### config.mk
export PLATFORM = sky130hd
export DESIGN_NAME = and_rr_scheduler
export DESIGN_NICKNAME = d
export VERILOG_FILES = /design/src/rtl/and_sched_pkg.sv /design/src/rtl/and1.sv /design/src/rtl/rr_arbiter.sv /design/src/rtl/and_rr_scheduler.sv
export SDC_FILE = /design/constraint.sdc
export NUM_CORES = 1
export LEC_CHECK = 0
export BUFFER_PORTS_ARGS = -buffer_cell sky130_fd_sc_hd__buf_2
export CORE_AREA = 2 2 80 82
export CTS_CLUSTER_DIAMETER = 150
export DETAILED_ROUTE_END_ITERATION = 12
export DIE_AREA = 0 0 82 84
export PLACE_DENSITY = 0.8
export REMOVE_ABC_BUFFERS = 1
export SYNTH_ARGS = -nofsm -noshare
export SYNTH_HDL_FRONTEND = slang
export SYNTH_SLANG_ARGS = --single-unit
### constraint.sdc
create_clock -name clk -period 3.74 [get_ports clk]
set_clock_uncertainty 0.15 [all_clocks]
set_input_delay 0.748 -clock clk [delete_from_list [all_inputs] [get_ports clk]]
set_output_delay 0.748 -clock clk [all_outputs]
set_load 0.005 [all_outputs]
### src/rtl/and_sched_pkg.sv
// Shared types and helpers for the round-robin AND scheduler.
// Holds the FSM state encoding and the id-width helper.
package and_sched_pkg;

  typedef enum logic [1:0] {
    IDLE,
    EXEC,
    RESP
  } t_sched_state;

  // A single requester still needs a 1-bit id field.
  function automatic int clog2_min1(input int n);
    return (n <= 1) ? 1 : $clog2(n);
  endfunction

endpackage

### src/rtl/and1.sv
// Plain bitwise-AND datapath shared by all requesters.
module and1 #(
  parameter int G_WIDTH = 8
) (
  input  logic [G_WIDTH-1:0] a,
  input  logic [G_WIDTH-1:0] b,
  output logic [G_WIDTH-1:0] c
);

  assign c = a & b;

endmodule

### src/rtl/rr_arbiter.sv
// Combinational round-robin arbiter: the search starts one past last_id and
// wraps, and the first set request wins.
module rr_arbiter
  import and_sched_pkg::*;
#(
  parameter  int G_NUM_REQ = 4,
  localparam int C_ID_W    = clog2_min1(G_NUM_REQ)
) (
  input  logic [G_NUM_REQ-1:0] req,
  input  logic [C_ID_W-1:0]    last_id,
  input  logic                 en,
  output logic [G_NUM_REQ-1:0] gnt,
  output logic [C_ID_W-1:0]    winner
);

  int   idx;
  logic found;

  always_comb begin
    gnt    = '0;
    winner = '0;
    found  = 1'b0;
    idx    = 0;
    for (int k = 1; k <= G_NUM_REQ; k++) begin
      idx = int'(last_id) + k;
      if (idx >= G_NUM_REQ) idx = idx - G_NUM_REQ;
      if (en && !found && req[idx]) begin
        found    = 1'b1;
        gnt[idx] = 1'b1;
        winner   = C_ID_W'(idx);
      end
    end
  end

endmodule

### src/rtl/and_rr_scheduler.sv
// Round-robin scheduler sharing one and1 datapath among G_NUM_REQ requesters;
// results return over a valid/ready channel tagged with the requester id.
module and_rr_scheduler
  import and_sched_pkg::*;
#(
  parameter  int G_WIDTH   = 8,
  parameter  int G_NUM_REQ = 4,
  localparam int C_ID_W    = clog2_min1(G_NUM_REQ)
) (
  input  logic                         clk,
  input  logic                         rst,
  input  logic [G_NUM_REQ-1:0]         req,
  input  logic [G_NUM_REQ*G_WIDTH-1:0] a,
  input  logic [G_NUM_REQ*G_WIDTH-1:0] b,
  output logic [G_NUM_REQ-1:0]         gnt,
  output logic [G_WIDTH-1:0]           c,
  output logic [C_ID_W-1:0]            c_id,
  output logic                         c_valid,
  input  logic                         c_ready
);

  t_sched_state         state, state_nxt;
  logic                 arb_en;
  logic                 take;
  logic [G_NUM_REQ-1:0] arb_gnt;
  logic [C_ID_W-1:0]    winner;
  logic [C_ID_W-1:0]    last_id;
  logic [C_ID_W-1:0]    op_id;
  logic [G_WIDTH-1:0]   op_a, op_b;
  logic [G_WIDTH-1:0]   sel_a, sel_b;
  logic [G_WIDTH-1:0]   and_c;

  // Grants only when the result slot is free or being drained this cycle;
  // gated by rst so nothing is accepted while reset is held.
  assign arb_en = !rst && ((state == IDLE) || (state == RESP && c_ready));
  assign take   = |arb_gnt;
  assign gnt    = arb_gnt;

  rr_arbiter #(
    .G_NUM_REQ(G_NUM_REQ)
  ) u_arb (
    .req    (req),
    .last_id(last_id),
    .en     (arb_en),
    .gnt    (arb_gnt),
    .winner (winner)
  );

  always_comb begin
    sel_a = '0;
    sel_b = '0;
    for (int i = 0; i < G_NUM_REQ; i++) begin
      if (arb_gnt[i]) begin
        sel_a = sel_a | a[i*G_WIDTH +: G_WIDTH];
        sel_b = sel_b | b[i*G_WIDTH +: G_WIDTH];
      end
    end
  end

  and1 #(
    .G_WIDTH(G_WIDTH)
  ) u_and1 (
    .a(op_a),
    .b(op_b),
    .c(and_c)
  );

  always_comb begin
    state_nxt = state;
    case (state)
      IDLE:    if (take) state_nxt = EXEC;
      EXEC:    state_nxt = RESP;
      RESP:    if (c_ready) state_nxt = take ? EXEC : IDLE;
      default: state_nxt = IDLE;
    endcase
  end

  always_ff @(posedge clk or posedge rst) begin
    if (rst) begin
      state   <= IDLE;
      op_a    <= '0;
      op_b    <= '0;
      op_id   <= '0;
      last_id <= C_ID_W'(G_NUM_REQ - 1);
      c       <= '0;
      c_id    <= '0;
      c_valid <= 1'b0;
    end else begin
      state <= state_nxt;
      if (take) begin
        op_a    <= sel_a;
        op_b    <= sel_b;
        op_id   <= winner;
        last_id <= winner;
      end
      if (state == EXEC) begin
        c       <= and_c;
        c_id    <= op_id;
        c_valid <= 1'b1;
      end else if (state == RESP && c_ready) begin
        c_valid <= 1'b0;
      end
    end
  end

endmodule

==> metrics.cfg <==
[run_status]
status = finished clean

[clock_tree]
clk_latency_ps = 290
clock-root-buffer = clkbuf_8
cts_tree = yes
clockBufferDepth = 2
numCtsBuffers = 5
clock_sinks = 33
path_clk_slew_ps = 70
cts_max_level = 2

[route]
avgViaCountPerCell = 5.80
drc = 0
routedWlPerCell_um = 16.9
detail_route.wirelength_mm = 7.50
num_vias = 2568
ant_nets = 0
drt-pass1-iter-count = 6
drt_iter0_markers = 181

[sta]
grt_setup_unrepaired = true
setup_viol = 0
max_slew_margin_pct = 55.2
max_freq_mhz = 273
slew_viol_final = 0
hold_violations = 0
min_period_over_period_pct = 97.9
tightest_slew_ps = 672
fin_crit_ps = 3660
setup_total_negative_slack_ps = 0
hold_slack_ps = 330

[global_routing]
track_usage_pct = 22.0
use_met1_pct = 29.9
grt_antenna_before_repair = 0
grt_pass1_wl_mm = 11.9
grt-busiest-layer = met2
grt_use_met2_pct = 35.7
grt_max_degree = 34
grt_pass1_vias = 2417
grt_use_met3_pct = 3.03
grt_overflow = 0

[synthesis]
seq_area_frac_synth_pct = 30.4
synth_seq_cells = 33
netlist-cell-type-count = 43
synth_edf_count = 0
ys_top_cells_by_area = dfrtp_1 28%, o31ai_1 13%, mux2_4 8.3%
synth_top_area_share_pct = 28.4
synthCells = 267
ys_warn_count = 0
synth_area_leader_cell = dfrtp_1
synth_flop_cell = dfrtp_1
synthArstFlopShare_pct = 100
avgSynthCellArea_um2 = 10.2
syn_area_um2 = 2730

[power]
power_density_nw_per_um2 = 639
vdd_drop_max_mv = 0.280
p_leak_nw = 1.72

[critical_path]
worst-path-max-fanout = 9
cp_num_buf_inv = 3
endpoint_kind = output port
startpoint_type = flop
worst_ep_arrival_time_ps = 2760
path_delay_family = compound AO/OA/AOI/OAI gates
cp_data_required_time_ps = 2840
cp_slowest_cell = mux4_2
critical_path.max_stage_delay_ps = 540
crit_type = flop to output port
cp_cell_sequence = buf_4 > mux4_2 > a2111o_1 > o32ai_1 > nor3_4 > inv_1 > buf_2

[hold_path]
hold_class = flop to flop

[floorplan]
die_h_um = 84
pin_count = 86
start_util_pct = 44.7
die_x_um = 82
coreArea_um2 = 6100
num_rows = 29
dieArea_um2 = 6890

[run]
max_cap_viol_count = 0

[final_layout]
drive_gt1_share_pct = 43.4
syn2layout_area_growth_pct = 26.4
stdcell_count = 443
final_nets = 443
diodes = 0

[placed_design]
gp_congestion = 0.939
dp_cells = 428
io_buffers = 85
hpwlAfterDp_mm = 5.33

tightest hold or removal path: stages (launching register included):
cell	delay [ps]
dfrtp_1	340
nand2_1	40
o21ai_0	60
logic make-up after synthesis:
group | count (synthesis) | share of synthesized area [%]
flops | 33 | 30.4
simple gates | 58 | 15.1
fa+ha+maj | 7 | 3.21
compound gates | 93 | 28.5
mux | 25 | 13.4
buf+inv | 51 | 9.40
placed cells by master, fill, tap and decap left out, drive strengths merged, types with 2 or more instances in the layout:
master   instances
buf            109
clkbuf           6
clkinv           2
dfrtp           31
dfstp            2
ha               7
inv             33
mux2            18
mux2i            4
mux4             3
nand2           26
nand2b           5
nand3            6
nand4            2
nor2             4
nor3             4
nor4             5
o2111ai         16
o21ai           14
o31ai           48
o32ai            8
cell usage after synthesis (4+ instances only):
cell type   n
clkbuf_1    5
ha_1        7
mux2_4     15
nand3_1     5
o31ai_1    48
nor4_4      4
mux2i_1     4
inv_1      33
o21ai_0    14
dfrtp_1    31
buf_2       8
nand2b_1    5
o2111ai_1  16
nand2_1    26
nor2_1      4
power by group:
part	internal (mW)	switching, mW	total, mW
sequential	0.470	0.0571	0.527
combinational	0.656	0.760	1.42
clock	0.129	0.132	0.261
flip-flops by register name (all words and copies together) (netlist names):
register,cells
c_id,2
state,2
last_id,2
c_valid,1
op_b,8
c,8
op_id,2
op_a,8
worst paths after layout:
path | from | to | slack (ps) | depth (start not counted)
setup / recovery | last_id[1] | gnt[1] | 80 | 7
hold / removal | c_id[0] | c_id[0] | 330 | 2
setup reg to reg | last_id[1] | op_a[7] | 220 | 9
hold reg to reg | c_id[0] | c_id[0] | 330 | 2
max in group asynchronous | rst | last_id[1] | 2710 | 3
min in group asynchronous | rst | state[1] | 410 | 3
per-stage QoR:
step | worst slack, ps | util, % | power [mW] | area, um2
3_5_place_dp | -105 | 53.2 | 1.85 | 3240
6_report | 77.3 | 56.6 | 2.20 | 3450
2_1_floorplan | -304 | - | 1.49 | 2590
5_1_grt | -10.5 | 56.6 | 2.35 | 3450
3_3_place_gp | -56.5 | 53.2 | 1.82 | 3240
4_1_cts | 37.0 | 55.5 | 2.17 | 3390
layout make-up:
class                   count  area [um2]
flip-flops and latches     33         828
fillers                   525        2650
multi-input cells         183        1710
clock inverters             2        10.0
repair buffers            109         609
well taps                  77        96.3
inverters                  33         124
clock buffers               6        72.6
layer usage:
layer	vias to the layer above	routed length, um
li1	1224	-
met1	1212	3250
met2	119	3620
met3	13	501
met4	0	120
met5	-	0
what timing repair did:
item | CTS | global route
gates cloned | 0 | 0
resized for setup | 7 | 2
setup endpoints to repair | 20 | 20
hold buffers | 0 | 0
buffers inserted | 0 | 7
pin swaps | 4 | 8
(Power assumes the default switching activity.)
